### config.mk
export PLATFORM = sky130hd
export DESIGN_NAME = seq_det_arbiter_flat
export DESIGN_NICKNAME = d
export VERILOG_FILES = /design/src/rtl/seq_det_arbiter_if.sv /design/src/rtl/seq_det_arbiter.sv /design/src/flat_wrapper.sv
export SDC_FILE = /design/constraint.sdc
export NUM_CORES = 1
export LEC_CHECK = 0
export CORE_MARGIN = 2
export CORE_UTILIZATION = 52
export CTS_BUF_LIST = sky130_fd_sc_hd__clkbuf_8
export CTS_CLUSTER_SIZE = 10
export DETAILED_ROUTE_END_ITERATION = 16
export GPL_ROUTABILITY_DRIVEN = 0
export GPL_TIMING_DRIVEN = 0
export MAX_ROUTING_LAYER = met4
export PLACE_DENSITY = 0.87
export SLEW_MARGIN = 0
export SYNTH_ARGS = -nofsm -noshare
export SYNTH_HDL_FRONTEND = slang
export SYNTH_SLANG_ARGS = --single-unit
### constraint.sdc
create_clock -name clk -period 3.35 [get_ports clk]
set_input_delay 1.005 -clock clk [delete_from_list [all_inputs] [get_ports clk]]
set_output_delay 1.005 -clock clk [all_outputs]
set_load 0.03 [all_outputs]
### src/rtl/seq_det_arbiter_if.sv
// Requester-side bus of seq_det_arbiter: request/word inputs, grant and result outputs.
interface seq_det_arbiter_if #(
  parameter int NREQ  = 4,
  parameter int WIDTH = 8
);
  localparam int CW  = $clog2(WIDTH) + 1;
  localparam int IDW = $clog2(NREQ);

  logic [NREQ-1:0]       req;
  logic [NREQ*WIDTH-1:0] req_data;
  logic [NREQ-1:0]       gnt;
  logic                  busy;
  logic                  done;
  logic [IDW-1:0]        done_id;
  logic [CW-1:0]         match_cnt;

  modport master (output req, req_data, input gnt, busy, done, done_id, match_cnt);
  modport slave  (input req, req_data, output gnt, busy, done, done_id, match_cnt);
endinterface

### src/rtl/seq_det_arbiter.sv
// Round-robin scheduler sharing one serial 1010 Moore detector among NREQ requesters.
// Optional macro SEQ_DET_LSB_FIRST_EN shifts words LSB first (default MSB first).
module seq_det_arbiter #(
  parameter int NREQ  = 4,
  parameter int WIDTH = 8
) (
  input  logic               clk,
  input  logic               rst,
  seq_det_arbiter_if.slave   bus,
  output logic               det_rst,
  output logic               det_din,
  input  logic               det_pattern
);
  localparam int CW  = $clog2(WIDTH) + 1;
  localparam int IDW = $clog2(NREQ);
  localparam int BW  = $clog2(WIDTH);

  typedef enum logic [2:0] {IDLE, CLEAR, SHIFT, DRAIN, DONE} state_t;

  state_t           state, state_nxt;
  logic [IDW-1:0]   ptr, win_id, id_q, ptr_nxt;
  logic             win_vld, grant;
  logic [WIDTH-1:0] word_q;
  logic [BW-1:0]    bit_cnt, sel;
  logic [CW-1:0]    acc, match_cnt_q;
  logic [NREQ-1:0]  gnt_q;
  logic             busy_q, done_q;
  logic [IDW-1:0]   done_id_q;

  function automatic logic [CW-1:0] sat_inc(input logic [CW-1:0] c, input logic en);
    if (en && (c != {CW{1'b1}})) return c + CW'(1);
    return c;
  endfunction

  // Rotating priority: the lowest offset from ptr with a pending request wins.
  always_comb begin
    logic [IDW-1:0] cand;
    win_vld = 1'b0;
    win_id  = '0;
    cand    = '0;
    for (int k = NREQ - 1; k >= 0; k--) begin
      cand = IDW'((int'(ptr) + k) % NREQ);
      if (bus.req[cand]) begin
        win_vld = 1'b1;
        win_id  = cand;
      end
    end
  end

  assign grant   = ((state == IDLE) || (state == DONE)) && win_vld;
  assign ptr_nxt = IDW'((int'(win_id) + 1) % NREQ);

  always_comb begin
    state_nxt = state;
    case (state)
      IDLE:    if (win_vld) state_nxt = CLEAR;
      CLEAR:   state_nxt = SHIFT;
      SHIFT:   if (bit_cnt == BW'(WIDTH - 1)) state_nxt = DRAIN;
      DRAIN:   state_nxt = DONE;
      DONE:    state_nxt = win_vld ? CLEAR : IDLE;
      default: state_nxt = IDLE;
    endcase
  end

  always_ff @(posedge clk) begin
    if (rst) begin
      state       <= IDLE;
      ptr         <= '0;
      bit_cnt     <= '0;
      gnt_q       <= '0;
      busy_q      <= 1'b0;
      done_q      <= 1'b0;
      done_id_q   <= '0;
      match_cnt_q <= '0;
    end else begin
      state  <= state_nxt;
      busy_q <= (state_nxt != IDLE);
      done_q <= (state_nxt == DONE);
      gnt_q  <= grant ? ({{(NREQ-1){1'b0}}, 1'b1} << win_id) : '0;
      if (grant) ptr <= ptr_nxt;
      if (state == CLEAR) bit_cnt <= '0;
      else if (state == SHIFT) bit_cnt <= bit_cnt + BW'(1);
      // The DRAIN sample carries the detection caused by the final bit.
      if (state == DRAIN) begin
        match_cnt_q <= sat_inc(acc, det_pattern);
        done_id_q   <= id_q;
      end
    end
  end

  always_ff @(posedge clk) begin
    if (grant) begin
      word_q <= bus.req_data[win_id*WIDTH +: WIDTH];
      id_q   <= win_id;
    end
    if (state == CLEAR) acc <= '0;
    else if (state == SHIFT) acc <= sat_inc(acc, det_pattern);
  end

`ifdef SEQ_DET_LSB_FIRST_EN
  assign sel = bit_cnt;
`else
  assign sel = BW'(WIDTH - 1) - bit_cnt;
`endif

  assign det_din = (state == SHIFT) && word_q[sel];
  assign det_rst = rst || (state == CLEAR);

  assign bus.gnt       = gnt_q;
  assign bus.busy      = busy_q;
  assign bus.done      = done_q;
  assign bus.done_id   = done_id_q;
  assign bus.match_cnt = match_cnt_q;
endmodule

### src/flat_wrapper.sv
// flat-port wrapper written by rule: the top's interface ports become plain ports
module seq_det_arbiter_flat 
#(
  parameter int NREQ  = 4,
  parameter int WIDTH = 8
)
  (clk, rst, det_rst, det_din, det_pattern, bus_req, bus_req_data, bus_gnt, bus_busy, bus_done, bus_done_id, bus_match_cnt);
  seq_det_arbiter_if #(.NREQ(NREQ), .WIDTH(WIDTH)) bus_i ();
  input  logic clk;
  input  logic rst;
  output logic det_rst;
  output logic det_din;
  input  logic det_pattern;
  input wire logic [$bits(bus_i.req)-1:0] bus_req;
  input wire logic [$bits(bus_i.req_data)-1:0] bus_req_data;
  output wire logic [$bits(bus_i.gnt)-1:0] bus_gnt;
  output wire logic [$bits(bus_i.busy)-1:0] bus_busy;
  output wire logic [$bits(bus_i.done)-1:0] bus_done;
  output wire logic [$bits(bus_i.done_id)-1:0] bus_done_id;
  output wire logic [$bits(bus_i.match_cnt)-1:0] bus_match_cnt;
  assign bus_i.req = bus_req;
  assign bus_i.req_data = bus_req_data;
  assign bus_gnt = bus_i.gnt;
  assign bus_busy = bus_i.busy;
  assign bus_done = bus_i.done;
  assign bus_done_id = bus_i.done_id;
  assign bus_match_cnt = bus_i.match_cnt;
  seq_det_arbiter #(.NREQ(NREQ), .WIDTH(WIDTH)) u_core (.clk(clk), .rst(rst), .bus(bus_i), .det_rst(det_rst), .det_din(det_din), .det_pattern(det_pattern));
endmodule
Word-level counts from Yosys, hierarchy flattened

Cells that the tools add are included.

Flip-flop bits (word level): 34
Input bits: 39
Logic and storage cells: 72

Add/subtract/negate cells: 7
Magnitude comparators: 5
Eq/ne operators: 7
Shifts and indexed selects: 2
Multiplexer cells: 29
Bitwise gates (word level): 1
Reduce and logical (&&, ||, !) cells: 10

Operators by type and width:

| kind                  | number |
|---|---|
| $shiftx A32 B6 Y8     | 1 |
| $mux W1               | 15 |
| $pmux W3 S5           | 1 |
| $lt A2 B3 Y1 const B  | 4 |
| $eq A3 B3 Y1 const B  | 3 |
| $bmux W1 S2           | 4 |
| $mux W2               | 4 |
| $mux W4               | 2 |
| $eq A3 B2 Y1 const B  | 2 |
| $mux W3               | 2 |
| $add A2 B1 Y2 const B | 2 |
| $add A2 B2 Y2 const B | 2 |
| $add A4 B1 Y4 const B | 1 |
| $lt A3 B4 Y1 const B  | 1 |
| $ne A4 B4 Y1 const B  | 1 |
| $reduce_or A2 Y1      | 2 |
| $shl A1 B2 Y4 const A | 1 |
| $add A3 B1 Y3 const B | 1 |
| $bmux W1 S3           | 1 |
| $eq A3 B1 Y1 const B  | 1 |
| $logic_and A1 B1 Y1   | 3 |
| $logic_not A3 Y1      | 1 |
| $reduce_bool A3 Y1    | 1 |
| $sub A3 B3 Y3 const A | 1 |
| other kinds (3)       | 4 |

Logic depth before layout (Yosys ltp)

Depth after elaboration: 10
Depth in mapped cells: 6

Worst setup path after synthesis

Ideal clock, no wire load.

Path type: register to output
From: register u_core.state[1]
To: output det_din
Arrival: 1.756 ns
Data required time: 2.345 ns
Slack: 0.589 ns
Stages on the path, launching flop included: 4
Path buffers: 1
Cell sequence: dfxtp_1 > clkbuf_1 > inv_1 > nor4_1

Word-level cells in the longest chain between the ends: 2

RTL lines:

| element                | RTL line               | RTL |
|---|---|---|
| from (decl)            | seq_det_arbiter.sv:20  | `state_t state, state_nxt;` |
| from (signal assigned) | seq_det_arbiter.sv:76  | `state <= state_nxt;` |
| $eq A3 B2 Y1           | seq_det_arbiter.sv:106 | `assign det_din = (state == SHIFT) && word_q[sel];` |
| $logic_and A1 B1 Y1    | seq_det_arbiter.sv:106 |  |
| to (decl)              | flat_wrapper.sv:12     | `output logic det_din;` |

Every way passes these cells.

Worst setup path in the final report

From: input rst
To: output det_rst

Word-level cells in the longest chain between the ends: 1

RTL lines:

| element            | RTL line               | RTL |
|---|---|---|
| from (decl)        | flat_wrapper.sv:10     | `input logic rst;` |
| $logic_or A1 B1 Y1 | seq_det_arbiter.sv:107 | `assign det_rst = rst \|\| (state == CLEAR);` |
| to (decl)          | flat_wrapper.sv:11     | `output logic det_rst;` |

Every way passes these cells.

==> metrics.csv <==
stage,metric,value,unit
layout,drive_above_1_share,9.96,%
cts,htree_levels,2,
worst_setup_path,critPathMaxFanout,12,
layout,final_cell_mix,"50 x clkdlybuf4s50_1, 28 x mux2i_1, 24 x dfxtp_1",
sta,skew,0.00456,ns
layout,area_delta_synth_final,37.6,%
sta,period_share,97.7,%
floorplanning,dieHeight,62.6,µm
worst_setup_path,crit_family,buffers and inverters,
power_and_ir_drop,p_per_area,535,mW/mm²
cts,cts_sinks,34,
layout,final_area,0.00245,mm²
worst_setup_path,cp.depth,3,
grt,gr-total-overflow,0,
detailed_routing,ant_nets,0,
grt,grt_pass1_wl,6.20,mm
power_and_ir_drop,leakagePower,0.951,nW
sta,relSlewSlack,68.5,%
grt,grt_max_degree,15,
worst_setup_path,crit_arrival,2.27,ns
detailed_routing,route.vias.total,1488,
power_and_ir_drop,vdd_drop_max,0.000298,V
worst_setup_path,worst-path-buf-inv,2,
sta,finalSetupViolations,0,
sta,tightest_slew,0.473,ns
floorplanning,core_area,0.00331,mm²
worst_setup_path,cp-start-kind,input port,
synthesis,async_flop_share,0,%
layout,diodes,0,
place,dpl-instance-area,0.00236,mm²
floorplanning,die_width,62.6,µm
worst_setup_path,slowest_delay,0.66,ns
worst_setup_path,end_kind,output port,
layout,layout.nets,272,
sta,tns,0,ns
place,hpwl,2.73,mm
run_status,outcome,completed,
detailed_routing,drt_pass1_iterations,4,
cts,cts_tree,built,
cts,cts_buffers,5,
detailed_routing,wire_per_inst,12.9,µm
cts,clkLatencyLatePin,0.28,ns
detailed_routing,drc,0,
place,dp_cells,270,
synthesis,synth_nets,214,
min_path,hold_class,flop to flop,
sta,slew_viol_final,0,
grt,track_usage,21.0,%
sta,rsz0062_at_grt,no,
layout,fillers,290,
worst_setup_path,crit_required,2.34,ns
synthesis,syn-mean-instance-area,10.4,µm²
synthesis,syn-cell-area,0.00178,mm²
floorplanning,start_util,53.9,%
cts,cts_root_buf,clkbuf_8,
synthesis,syn_inst,172,
synthesis,synth_top_area_cell,dfxtp_1,
cts,cts.clk_slew.worst_paths,0.06,ns
grt,antenna_found_initial,0,
layout,stdcell_count,277,
synthesis,synth_edf_count,10,
detailed_routing,via_per_inst,5.37,
floorplanning,rows,21,
synthesis,seq_area_frac_synth,43.8,%
place,io_buffers,52,
worst_setup_path,path_cells,"clkdlybuf4s15_1, a21o_1, clkdlybuf4s50_1",
synthesis,synth-seq-cells,34,
sta,min_period,3.27,ns
sta,hold_violations,0,
cts,clock_path_buffers,2,
floorplanning,io_pins,53,
sta,timing.fmax,0.306,GHz
floorplanning,die_area,0.00391,mm²
synthesis,ys_types,39,
layout,multi_input_area,925,µm²
flow_run,max_cap_violations,0,
synthesis,synth_top_area_share,26.9,%
synthesis,ys.warnings.count,0,
detailed_routing,drt-initial-drc-count,79,
synthesis,yosys-top-cells-area,"dfxtp_1 27%, edfxtp_1 17%, mux2i_1 16%",
min_path,hold-path-cell-count,2,
synthesis,synth-main-ff-cell,dfxtp_1,
layout,layout_commonest_cell,clkdlybuf4s50_1,
grt,grt_pass1_vias,1444,
detailed_routing,wl,3.57,mm
layout,regArea,781,µm²
worst_setup_path,crit_path_top_delay_cell,clkdlybuf4s50_1,
worst_setup_path,reg2reg_depth,6,
worst_setup_path,worstSetupPathType,input port to output port,
-- timing repair --
action,CTS,global route
hold buffers,0,0
endpoints found under the setup margin,1,2
setup buffers,0,0
resized for setup,1,6
-- sequential cells by signal (all words and copies together) (netlist names), 2 cells and up --
signal and count:
u_core.acc 4, u_core.bit_cnt 3, u_core.bus.done_id 2, u_core.bus.gnt 4, u_core.bus.match_cnt 4, u_core.id_q 2
u_core.ptr 2, u_core.state 3, u_core.word_q 8
-- per-layer routing --
layer  track usage [%]  routed length [µm]
met2              37.2                1840
met1              22.3                1480
met5                 -                   0
met3              5.95                 190
met4              7.50                  55
-- area by class of cell --
class,instances,share of cell area [%]
Multi-Input combinational cell,123,37.7
Sequential cell,34,31.8
Timing Repair Buffer,52,21.3
Clock buffer,6,3.37
Buffer,10,2.50
Tap cell,46,2.35
Inverter,4,0.612
Clock inverter,2,0.357
-- worst paths after layout --
kind	slack [ns]	to	start
setup / recovery	0.08	det_rst	rst
hold / removal	0.46	u_core.bus.done_id[1]	u_core.bus.done_id[1]
setup reg to reg	1.50	u_core.word_q[7]	u_core.ptr[1]
hold reg to reg	0.46	u_core.bus.done_id[1]	u_core.bus.done_id[1]
-- logic make-up after synthesis --
group | after synthesis | synth area share [%]
muxes | 30 | 18.2
AOI/OAI and AO/OA | 38 | 14.7
adders and majority gates | 3 | 2.11
and+or+nand+nor | 49 | 15.4
buffers and inverters | 15 | 4.35
DFF | 34 | 43.8
xor gates and xnor gates | 3 | 1.47
-- where the power goes --
| part | total (mW) | internal (mW) | switching [mW] |
|---|---|---|---|
| sequential | 0.555 | 0.515 | 0.0403 |
| combinational | 0.456 | 0.225 | 0.231 |
| clock | 0.302 | 0.162 | 0.139 |
| total | 1.31 | 0.902 | 0.411 |
-- tightest hold or removal path, stage by stage (launching register included) --
cell and delay [ns]:
dfxtp_1 0.31, nand2_1 0.05, a21oi_1 0.05
-- cells in the mapped netlist (all sizes together), types with 2 or more instances --
| library cell | count |
|---|---|
| nor3 | 6 |
| xnor2 | 3 |
| ha | 3 |
| edfxtp | 10 |
| nor4 | 3 |
| a21o | 2 |
| dfxtp | 24 |
| a21oi | 16 |
| a32oi | 2 |
| a31oi | 3 |
| nor4b | 2 |
| a22oi | 2 |
| buf | 4 |
| mux2i | 28 |
| and4b | 3 |
| mux4 | 2 |
| a211oi | 4 |
| nor2 | 19 |
| and3 | 2 |
| nand2 | 8 |
| o21ai | 5 |
| clkbuf | 7 |
| inv | 4 |
-- stage by stage --
| stage | utilization (%) | power, mW | worst slack, ns | hold WS (ns) |
|---|---|---|---|---|
| after global placement | 71.3 | 1.01 | -0.372 | 0.448 |
| after CTS | 73.9 | 1.33 | 0.0206 | 0.458 |
| after detailed placement | 71.3 | 1.02 | -0.378 | 0.449 |
| after global routing | 74.1 | 1.40 | 0.0170 | 0.484 |
| after floorplan | - | 0.882 | 0.589 | 0.471 |
| final | 74.1 | 1.31 | 0.0772 | 0.459 |
Power figures use the tool's default switching activity.
